===== src/rtl/bcd_countdown.sv =====
// Four-digit BCD countdown timer with start/pause and restart pushbuttons, a preset register and expiry LED.
// Optional MMSS_MODE_EN build makes BCD1/BCD3 tens-of-seconds/minutes digits (0-5).
module bcd_countdown #(
    parameter int TICK_DIV = 25000000
) (
    input  logic        Clock,
    input  logic        Reset,
    input  logic        Pushbutton1,
    input  logic        Pushbutton2,
    input  logic        Load,
    input  logic [15:0] Preset,
    output logic [3:0]  BCD0,
    output logic [3:0]  BCD1,
    output logic [3:0]  BCD2,
    output logic [3:0]  BCD3,
    output logic        LED,
    output logic        Running,
    output logic [1:0]  state_dbg
);

    localparam int CW = (TICK_DIV > 2) ? $clog2(TICK_DIV) : 1;
    localparam logic [CW-1:0] TICK_LAST = CW'(TICK_DIV - 1);

`ifdef MMSS_MODE_EN
    localparam logic [3:0] TENS_MAX = 4'd5;
`else
    localparam logic [3:0] TENS_MAX = 4'd9;
`endif

    typedef enum logic [1:0] {
        IDLE  = 2'd0,
        RUN   = 2'd1,
        PAUSE = 2'd2,
        DONE  = 2'd3
    } state_t;

    state_t          state_q, state_d;
    logic [15:0]     digits_q, digits_d;
    logic [15:0]     preset_q, preset_d;
    logic [CW-1:0]   cnt_q, cnt_d;
    logic            led_q, led_d;
    logic [2:0]      pb1_sync_q, pb1_sync_d;
    logic [2:0]      pb2_sync_q, pb2_sync_d;

    logic            pb1_press;
    logic            pb2_press;
    logic [15:0]     preset_clamped;
    logic [15:0]     digits_dec;

    function automatic logic [3:0] clamp_digit(input logic [3:0] d, input logic [3:0] mx);
        return (d > mx) ? mx : d;
    endfunction

    // Borrow ripples upward; a tens digit wraps to TENS_MAX, the others to 9.
    function automatic logic [15:0] bcd_dec(input logic [15:0] d);
        logic [15:0] r;
        logic        borrow;
        logic [3:0]  dig;
        r      = d;
        borrow = 1'b1;
        for (int i = 0; i < 4; i++) begin
            dig = d[i*4 +: 4];
            if (borrow) begin
                if (dig == 4'd0) begin
                    r[i*4 +: 4] = (i == 1 || i == 3) ? TENS_MAX : 4'd9;
                end else begin
                    r[i*4 +: 4] = dig - 4'd1;
                    borrow      = 1'b0;
                end
            end
        end
        return r;
    endfunction

    // Two synchroniser stages plus one history flop: a falling pin acts on the third edge.
    assign pb1_sync_d = {pb1_sync_q[1:0], Pushbutton1};
    assign pb2_sync_d = {pb2_sync_q[1:0], Pushbutton2};
    assign pb1_press  = pb1_sync_q[2] & ~pb1_sync_q[1];
    assign pb2_press  = pb2_sync_q[2] & ~pb2_sync_q[1];

    assign preset_clamped = {clamp_digit(Preset[15:12], TENS_MAX),
                             clamp_digit(Preset[11:8],  4'd9),
                             clamp_digit(Preset[7:4],   TENS_MAX),
                             clamp_digit(Preset[3:0],   4'd9)};
    assign digits_dec = bcd_dec(digits_q);

    always_comb begin
        state_d  = state_q;
        digits_d = digits_q;
        preset_d = preset_q;
        cnt_d    = cnt_q;
        led_d    = led_q;
        if (Load) begin
            preset_d = preset_clamped;
            digits_d = preset_clamped;
            state_d  = IDLE;
            led_d    = 1'b0;
            cnt_d    = '0;
        end else if (pb2_press) begin
            digits_d = preset_q;
            state_d  = IDLE;
            led_d    = 1'b0;
            cnt_d    = '0;
        end else begin
            case (state_q)
                IDLE: begin
                    if (pb1_press) begin
                        if (digits_q == 16'h0000) begin
                            state_d = DONE;
                            led_d   = 1'b1;
                        end else begin
                            state_d = RUN;
                            cnt_d   = '0;
                        end
                    end
                end
                RUN: begin
                    if (pb1_press) begin
                        state_d = PAUSE;
                    end else if (cnt_q == TICK_LAST) begin
                        cnt_d    = '0;
                        digits_d = digits_dec;
                        if (digits_dec == 16'h0000) begin
                            state_d = DONE;
                            led_d   = 1'b1;
                        end
                    end else begin
                        cnt_d = cnt_q + 1'b1;
                    end
                end
                PAUSE: begin
                    // Resume keeps the partially elapsed tick count.
                    if (pb1_press) begin
                        if (digits_q == 16'h0000) begin
                            state_d = DONE;
                            led_d   = 1'b1;
                        end else begin
                            state_d = RUN;
                        end
                    end
                end
                DONE: begin
                    state_d = DONE;
                end
                default: begin
                    state_d = IDLE;
                end
            endcase
        end
    end

    always_ff @(posedge Clock or negedge Reset) begin
        if (!Reset) begin
            state_q    <= IDLE;
            digits_q   <= '0;
            preset_q   <= '0;
            cnt_q      <= '0;
            led_q      <= 1'b0;
            pb1_sync_q <= 3'b111;
            pb2_sync_q <= 3'b111;
        end else begin
            state_q    <= state_d;
            digits_q   <= digits_d;
            preset_q   <= preset_d;
            cnt_q      <= cnt_d;
            led_q      <= led_d;
            pb1_sync_q <= pb1_sync_d;
            pb2_sync_q <= pb2_sync_d;
        end
    end

    assign BCD0      = digits_q[3:0];
    assign BCD1      = digits_q[7:4];
    assign BCD2      = digits_q[11:8];
    assign BCD3      = digits_q[15:12];
    assign LED       = led_q;
    assign Running   = (state_q == RUN);
    assign state_dbg = state_q;

endmodule


===== config.mk =====
export PLATFORM = sky130hd
export DESIGN_NAME = bcd_countdown
export DESIGN_NICKNAME = d
export VERILOG_FILES = /design/src/rtl/bcd_countdown.sv
export SDC_FILE = /design/constraint.sdc
export NUM_CORES = 1
export LEC_CHECK = 0
export CAP_MARGIN = 20
export CORE_AREA = 2 2 81 83
export DETAILED_ROUTE_END_ITERATION = 10
export DIE_AREA = 0 0 83 85
export GPL_TIMING_DRIVEN = 1
export PLACE_DENSITY = 0.84
export SLEW_MARGIN = 25
export SYNTH_ARGS = -nofsm -noshare
export SYNTH_HDL_FRONTEND = slang
export SYNTH_SLANG_ARGS = --single-unit

===== constraint.sdc =====
create_clock -name Clock -period 3.4 [get_ports Clock]
set_input_delay 0.85 -clock Clock [delete_from_list [all_inputs] [get_ports Clock]]
set_output_delay 0.85 -clock Clock [all_outputs]
set_load 0.1 [all_outputs]

==> flow_metrics.py <==
metrics = {
    "sta": {
        "fin_tns_setup_ns": 0,
        "setup_viol_count_final": 0,
        "tightest_slew_ns": 0.814,
        "finalCritPeriodShare": 0.834,
        "hold_violations": 0,
        "slew_headroom": 0.457,
        "period_needed_ns": 2.84,
        "skew_ns": 0.00816,
        "max_freq_mhz": 353,
        "grt_setup_unrepaired": "false",
        "drv_slew": 0,
    },
    "setup_path": {
        "slowest_stage": "and2_1",
        "cp_top_family": "simple AND/OR/NAND/NOR gates",
        "arrival_ns": 3.11,
        "path_buf_inv": 2,
        "cp-start-kind": "input pin",
        "cp_slowest_stage_delay_ns": 0.67,
        "cp.required_ns": 3.67,
        "cp_cell_sequence": "clkdlybuf4s50_1 > inv_2 > nand2_1 > nor2_1 > and2_1 > o21ai_0 > a21oi_1",
        "cp-end-kind": "register",
        "path_depth": 7,
        "rr_worst_depth": 6,
        "crit_type": "input pin to register",
        "path_max_fanout": 17,
    },
    "cts": {
        "tritoncts": "built",
        "cts_buffer_depth": 2,
        "post_cts_buffers": 0,
        "ctsHoldBuffers": 0,
        "cts_resized": 0,
        "cts_buffers": 9,
        "clock_latency_ns": 0.35,
        "cts_sinks": 66,
        "root_buffer": "clkbuf_8",
        "htree_levels": 3,
        "cts.reportedPaths.clkPinSlew_ns": 0.06,
    },
    "yosys": {
        "ys_async_sr_fraction": 1.00,
        "syn-num-nets": 431,
        "ys_top_cells_by_area": "dfrtp_1, o21ai_0, nor2_1, dfstp_2, nand2_1",
        "synth.most_common_cell": "dfrtp_1",
        "synth_top_cell_area_share": 0.410,
        "synth_simple_gate_area_share": 0.257,
        "synth_cell_types": 65,
        "syn_avg_cell_area_sq_um": 8.95,
        "synth_common_cells": "dfrtp_1, nor2_1, o21ai_0",
        "netlist_instances": 409,
        "ys_ff_latch": 66,
        "yosys_warnings": 0,
        "synth_top_cell_by_area": "dfrtp_1",
        "synth_compound_area_frac": 0.207,
        "synth_fa_ha_area_frac": 0.00342,
        "netlist_area_sq_um": 3660,
        "yosysSeqAreaShare": 0.453,
        "synth_mux_area_frac": 0.0123,
        "synth_edf_count": 0,
        "ys.flop_type": "dfrtp_1",
        "synthXorXnorAreaFrac": 0.0239,
        "synth_top_family_by_area": "simple AND/OR/NAND/NOR gates",
    },
    "detailed_routing": {
        "via_count": 3374,
        "avgViaCountPerCell": 6.29,
        "drt-wirelength-per-cell_um": 16.9,
        "postRouteWirelength_mm": 9.05,
        "drt_iter0_drc": 320,
        "post-route-drc-count": 0,
        "first_pass_iters": 5,
        "final_antenna_net_count": 0,
    },
    "floorplan": {
        "num_rows": 29,
        "core_sq_um": 6200,
        "io_pins": 41,
        "design.die.area_sq_um": 7060,
        "fp.dieH_um": 85,
        "fp.dieW_um": 83,
        "initial_core_util": 0.590,
    },
    "grt": {
        "grt_overflow": 0,
        "grt_use_total": 0.279,
        "grt_pass1_vias": 3378,
        "grt_pass1_wl_mm": 15.9,
        "grt_max_degree": 36,
        "antenna_found_initial": 0,
    },
    "cells_and_area": {
        "n_antenna_cell": 0,
        "drive_above_1_share": 0.155,
        "final_nets": 476,
        "stdcell_area_sq_um": 4280,
        "area_growth_syn_to_layout_pct": 17.0,
        "fillCellCount": 501,
    },
    "pwr": {
        "ir_drop_uv": 261,
        "total_leakage_power_nw": 1.68,
        "powerDensity_nw_per_um2": 466,
    },
    "hold_path": {
        "whs_path_depth": 0,
        "hold_path.class": "register to register",
    },
    "outcome": {
        "status": "complete, no violations",
    },
    "placement": {
        "place.gp.congestion": 0.842,
        "port_buffers": 40,
        "dp_hpwl_mm": 6.35,
        "placed_area_sq_um": 4100,
    },
    "job": {
        "drv_cap": 0,
    },
}
[metrics by stage]
| step | hold WS, ns | total power [mW] | utilization | setup WS (ns) | instances |
|---|---|---|---|---|---|
| 2_1_floorplan | 0.345 | 1.23 | - | 0.255 | 409 |
| 3_3_place_gp | 0.347 | 1.35 | 0.660 | 0.371 | 520 |
| 3_5_place_dp | 0.348 | 1.36 | 0.660 | 0.240 | 520 |
| 4_1_cts | 0.358 | 2.01 | 0.690 | 0.609 | 536 |
| 5_1_grt | 0.364 | 2.08 | 0.690 | 0.282 | 536 |
| 6_report | 0.357 | 2.00 | 0.690 | 0.564 | 536 |
[per-layer routing]
metal / up-vias / routed length [um] / global-route usage
met3: 27 / 603 / 0.0681
met5: - / 0 / 0
met2: 140 / 4440 / 0.461
li1: 1588 / - / -
met1: 1619 / 3810 / 0.358
met4: 0 / 190 / 0.110
[kinds of logic (layout without fill, tap and decap cells)]
group	after synthesis	in the layout
fa+ha+maj	1	1
xor+xnor	10	10
buf+inv	36	86
simple gates	175	175
compound gates	117	117
mux	4	4
flops	66	66
[layout by cell type (no fill, tap or decap), drive strengths merged, types with 6 or more instances in the layout]
cell and n:
a2111oi 6, a21oi 25, buf 30, clkbuf 13, clkdlybuf4s50 19, dfrtp 60
dfstp 6, inv 21, nand2 36, nand3 20, nand4 11, nor2 47
nor3 14, nor4 7, o21ai 45, o31ai 6, or3 10, xnor2 10
[state kept, by name, summed over array words and instances (netlist names)]
name	cells
preset_q	16
pb2_sync_q	3
cnt_q	25
pb1_sync_q	3
digits_q	16
LED	1
state_dbg	2
[report_power, final]
part	leakage [nW]	internal [mW]	total, mW	switching (mW)
clock	0.0974	0.357	0.648	0.291
combinational	0.745	0.123	0.456	0.333
sequential	0.839	0.834	0.893	0.0595
[path summary, 6_finish.rpt]
check | from | slack [ns] | endpoint
worst max register to register | pb2_sync_q[1] | 0.61 | cnt_q[16]
worst min-delay path | pb1_sync_q[0] | 0.36 | pb1_sync_q[1]
worst min register to register | pb1_sync_q[0] | 0.36 | pb1_sync_q[1]
min in group asynchronous | Reset | 0.59 | digits_q[8]
max in group asynchronous | Reset | 2.01 | pb1_sync_q[0]
worst max-delay path | Load | 0.56 | cnt_q[16]
[area by class of cell]
class / count / area, sq um / share of cell area
Clock buffer: 13 / 149 / 0.0348
Clock inverter: 3 / 40.0 / 0.00935
Inverter: 21 / 78.8 / 0.0184
Multi-Input combinational cell: 307 / 1850 / 0.431
Sequential cell: 66 / 1660 / 0.387
Tap cell: 77 / 96.3 / 0.0225
Timing Repair Buffer: 49 / 413 / 0.0964
Note: power is estimated with default switching activity, not from simulation.
==> variant 1 (same settings) <==
Reset style: synchronous (`Reset`), changed in one clocked block.
--- a/src/rtl/bcd_countdown.sv
+++ b/src/rtl/bcd_countdown.sv
@@ -149,7 +149,7 @@
         end
     end
 
-    always_ff @(posedge Clock or negedge Reset) begin
+    always_ff @(posedge Clock) begin
         if (!Reset) begin
             state_q    <= IDLE;
             digits_q   <= '0;
Function: differs if Reset is asserted again (counterexample within 4 cycles, from zero or initial values and one cycle with Reset low); with Reset held inactive, the same outputs for 10 cycles.
==> variant 1 against the unedited design <==
- wire length decreased by 2.7%
- critical path type is now flop to flop
- sequential cell count unchanged
- setup slack improved by 240 ps
- sequential power decreased by 6.5%
- largest cell class unchanged
- area after synthesis decreased by 6.3%
- design area decreased by 5.2%
- global-route usage decreased by 3.3 points
- largest power group unchanged
- power decreased by 5.9%
- worst hold slack improved by 56 ps
- synthesized cell count increased by 3.7%
==> variant 1: results (changes against the unedited design) <==
• **result of the run** finished, final reports clean
• **routed length per instance** 16.2 um, -3.8%
• **internal power component** 1300 uW, -1.3%
• **most numerous cell types in the synthesized netlist** dfxtp_1, a21oi_1, nor2_1, o21ai_0, nand2_1
• **Max VDD drop** 0.330 mV, +27%
• **final weighted congestion of routability-driven global placement** 0.948, +13%
• **cell type of the slowest stage on the worst timing path** or4_1
• **Clock net power** 682 uW, +5.2%
• **actual slew at the worst max-slew pin** 835 ps, +20.5 ps
• **first-pass GRT wire length** 14,300 um, -9.5%
• **Post-Synth Adder-Cell Area** 0.00365, +0.000229
• **combined global-route utilization of all metal layers** 0.247, -0.0326
• **xor/xnor cell area share of the yosys netlist** 0.0102, -0.0137
• **number of DRC markers after the initial detailed-route iteration** 369, +15%
• **post-route clock skew** 12.6 ps, +4.47 ps
• **post-layout net count** 482, +1.3%
• **FFs w/ async S/R, synth** 0, -1.00
• **critical-path maximum fanout** 8, -9
• **synthesized netlist net count** 446, +3.5%
• **Detailed Route WL** 8800 um, -2.7%
• **sequential-to-total area share from yosys stat** 0.385, -0.0681
• **number of global-route vias before repair** 3,102, -8.2%
• **Post-Syn Area per Cell** 8.09 um^2, -9.6%
• **data arrival time of the worst path** 2880 ps, -230 ps
• **largest net degree at the start of global routing** 37, +2.8%
• **leading cell types by total area after synthesis** dfxtp_1, a21oi_1, o21ai_0
• **Yosys cell types** 64, -1.5%
• **fraction of the mapped netlist area in compound gates** 0.245, +0.0379
• **proportion of power drawn by combinational gates** 0.193, -0.035
• **fraction of layout cells with a size suffix above 1** 0.120, -0.0343
• **number of cells in the design after placement** 526, +1.2%
• **standby leakage power** 0.00140 uW, -16%
• **main flop type after synthesis** dfxtp_1
• **total placed instance area** 3860 um^2, -5.8%
[variant 1: critical path: cells and delay by family, from the launching register on]
family,cells,cell delay (ps)
AND/OR/NAND/NOR,3,1670
flip-flops,1,380
AO/OA/AOI/OAI,2,490
[variant 1: metrics by stage]
| stage | total power [uW] | setup WS [ps] |
|---|---|---|
| 3_5_place_dp | 1210 | 604 |
| 3_3_place_gp | 1200 | 675 |
| 6_report | 1880 | 809 |
| 4_1_cts | 1880 | 843 |
| 2_1_floorplan | 1110 | 75.0 |
| 5_1_grt | 1950 | 603 |
[variant 1: path summary, 6_finish.rpt]
kind | slack, ps | start | endpoint | cells after the start
setup / recovery | 810 | digits_q[2]$_SDFFE_PN0P_ | digits_q[13]$_SDFFE_PN0P_ | 5
hold / removal | 410 | pb1_sync_q[0]$_SDFF_PN1_ | pb1_sync_q[1]$_SDFF_PN1_ | 1
setup reg to reg | 810 | digits_q[2]$_SDFFE_PN0P_ | digits_q[13]$_SDFFE_PN0P_ | 5
hold reg to reg | 410 | pb1_sync_q[0]$_SDFF_PN1_ | pb1_sync_q[1]$_SDFF_PN1_ | 1
[variant 1: area by class of cell]
cell class              count  area, um^2
repair buffers             47         403
clock inverters             4        50.0
multi-input cells         327        2000
clock buffers              12         155
flip-flops and latches     66        1320
well taps                  77        96.3
inverters                   9        33.8
fillers                   517        2140
[variant 1: kinds of logic after synthesis]
| family | Yosys count |
|---|---|
| DFF | 66 |
| adders and majority gates | 1 |
| muxes | 9 |
| AOI/OAI and AO/OA | 133 |
| buffers and inverters | 31 |
| and+or+nand+nor | 180 |
| xor gates and xnor gates | 4 |
[variant 1: per-layer routing]
layer / global-route usage / part of all wire
met3: 0.0516 / 0.068
met5: 0 / 0
met4: 0.0879 / 0.022
met1: 0.312 / 0.43
met2: 0.419 / 0.48
==> variant 2 (same flow settings) <==
Made on the original files. Add a define of `MMSS_MODE_EN`.
--- a/src/rtl/bcd_countdown.sv
+++ b/src/rtl/bcd_countdown.sv
@@ -1,5 +1,7 @@
 // Four-digit BCD countdown timer with start/pause and restart pushbuttons, a preset register and expiry LED.
 // Optional MMSS_MODE_EN build makes BCD1/BCD3 tens-of-seconds/minutes digits (0-5).
+`define MMSS_MODE_EN
+
 module bcd_countdown #(
     parameter int TICK_DIV = 25000000
 ) (
Formal check against the unedited RTL: not equivalent (Yosys sat finds a counterexample within 4 cycles, from zero or initial values and one cycle with Reset low).
==> variant 2 against the unedited design <==
- fmax increased by 6.2%
- design area decreased by 1.1%
- via count increased by 0.53%
- sequential power decreased by 2.8%
- combinational power decreased by 17%
- worst hold slack improved by 0.85 ps
- register-to-register slack improved by 120 ps
- power decreased by 9.8%
- wire length increased by 1.6%
- utilization decreased by 0.75 points
- area after synthesis decreased by 1.1%
- setup slack improved by 170 ps
- clock power decreased by 14%
- sequential cell count unchanged
- largest power group unchanged
==> variant 2: results (changes against the unedited design) <==
• **total placed instance area** 4080 um^2, -0.31%
• **internal reg-to-reg setup slack** 730 ps, +120 ps
• **result of the run** finished, final reports clean
• **HPWL after DPL** 6380 um, +0.57%
• **post-layout net count** 471, -1.1%
• **Detailed Route WL** 9200 um, +1.6%
• **amount of wire on met3 after detailed routing** 690 um, +14%
• **R2R Path End** cnt_q[20]$_DFFE_PN0P_
• **routing usage on met1** 0.343, -0.0143
• **number of DRC markers after the initial detailed-route iteration** 232, -28%
• **Yosys cell types** 61, -6.2%
• **synthesized netlist net count** 427, -0.93%
• **critical-path maximum fanout** 16, -1
• **startpoint of the worst-slack reg-to-reg timing path** cnt_q[4]$_DFFE_PN0P_
• **Routed met2 length** 4560 um, +2.6%
• **Fin Hold WS** 358 ps, +0.855 ps
• **leading cell types by total area after synthesis** dfrtp_1, o21ai_0, dfstp_2
• **detailed-route vias per instance** 6.39, +1.5%
• **fraction of layout cells with a size suffix above 1** 0.145, -0.00931
• **final weighted congestion of routability-driven global placement** 0.987, +17%
• **Max VDD drop** 0.358 mV, +37%
• **number of filler instances in the final layout** 497, -0.80%
• **data arrival time of the worst path** 2900 ps, -210 ps
• **Post-Place Setup Slack** 546 ps, +306 ps
• **actual slew at the worst max-slew pin** 833 ps, +19.2 ps
• **GR met3 Demand/Resource** 0.0545, -0.0136
• **largest net degree at the start of global routing** 42, +17%
• **number of global-route vias before repair** 3,237, -4.2%
• **post-route clock skew** 12.3 ps, +4.16 ps
• **global-route track usage on met2** 0.452, -0.00953
• **routed length per instance** 17.3 um, +2.6%
• **most numerous cell types in the synthesized netlist** dfrtp_1, nand2_1, o21ai_0
• **met1 wire length** 3720 um, -2.5%
## variant 2: how the worst max path moves through the flow
stage | startpoint | to | slack, ps | cells past startpoint
after floorplan | state_dbg[0]$_DFFE_PN0P_ | cnt_q[16]$_DFFE_PN0P_ | 390 | 7
after global placement | Load | cnt_q[24]$_DFFE_PN0P_ | 620 | 6
after detailed placement | Load | cnt_q[7]$_DFFE_PN0P_ | 550 | 6
after CTS | cnt_q[4]$_DFFE_PN0P_ | cnt_q[20]$_DFFE_PN0P_ | 790 | 6
after global routing | cnt_q[4]$_DFFE_PN0P_ | cnt_q[20]$_DFFE_PN0P_ | 620 | 6
final | cnt_q[4]$_DFFE_PN0P_ | cnt_q[20]$_DFFE_PN0P_ | 730 | 6
## variant 2: worst max-delay path: stages, from the launching register on
cell and delay [ps]:
dfrtp_1 420, nand4_2 180, or4_4 550, nor4_4 440, or3_1 560, nor3_1 110, mux2_2 290
## variant 2: cell type report
cell class | count | area, um^2 | share of cell area
clock buffers | 12 | 135 | 0.0319
clock inverters | 4 | 20.0 | 0.00472
inverters | 19 | 71.3 | 0.0168
multi-input cells | 301 | 1810 | 0.427
flip-flops and latches | 66 | 1660 | 0.391
well taps | 77 | 96.3 | 0.0227
repair buffers | 52 | 448 | 0.106
## variant 2: cell families after synthesis
kind of cell	Yosys count	synth area share
AO/OA/AOI/OAI	108	0.193
XOR/XNOR	6	0.0145
multiplexers	8	0.0238
flip-flops	66	0.458
buffers and inverters	38	0.0428
adder cells (fa/ha/maj)	1	0.00345
AND/OR/NAND/NOR	178	0.264
## variant 2: power breakdown
group | leakage, uW | total, uW | switching [uW] | internal (uW)
logic | 0.000770 | 380 | 267 | 113
registers | 0.000844 | 868 | 42.4 | 825
clock network | 0.0000839 | 555 | 295 | 260
total | 0.00170 | 1800 | 604 | 1200
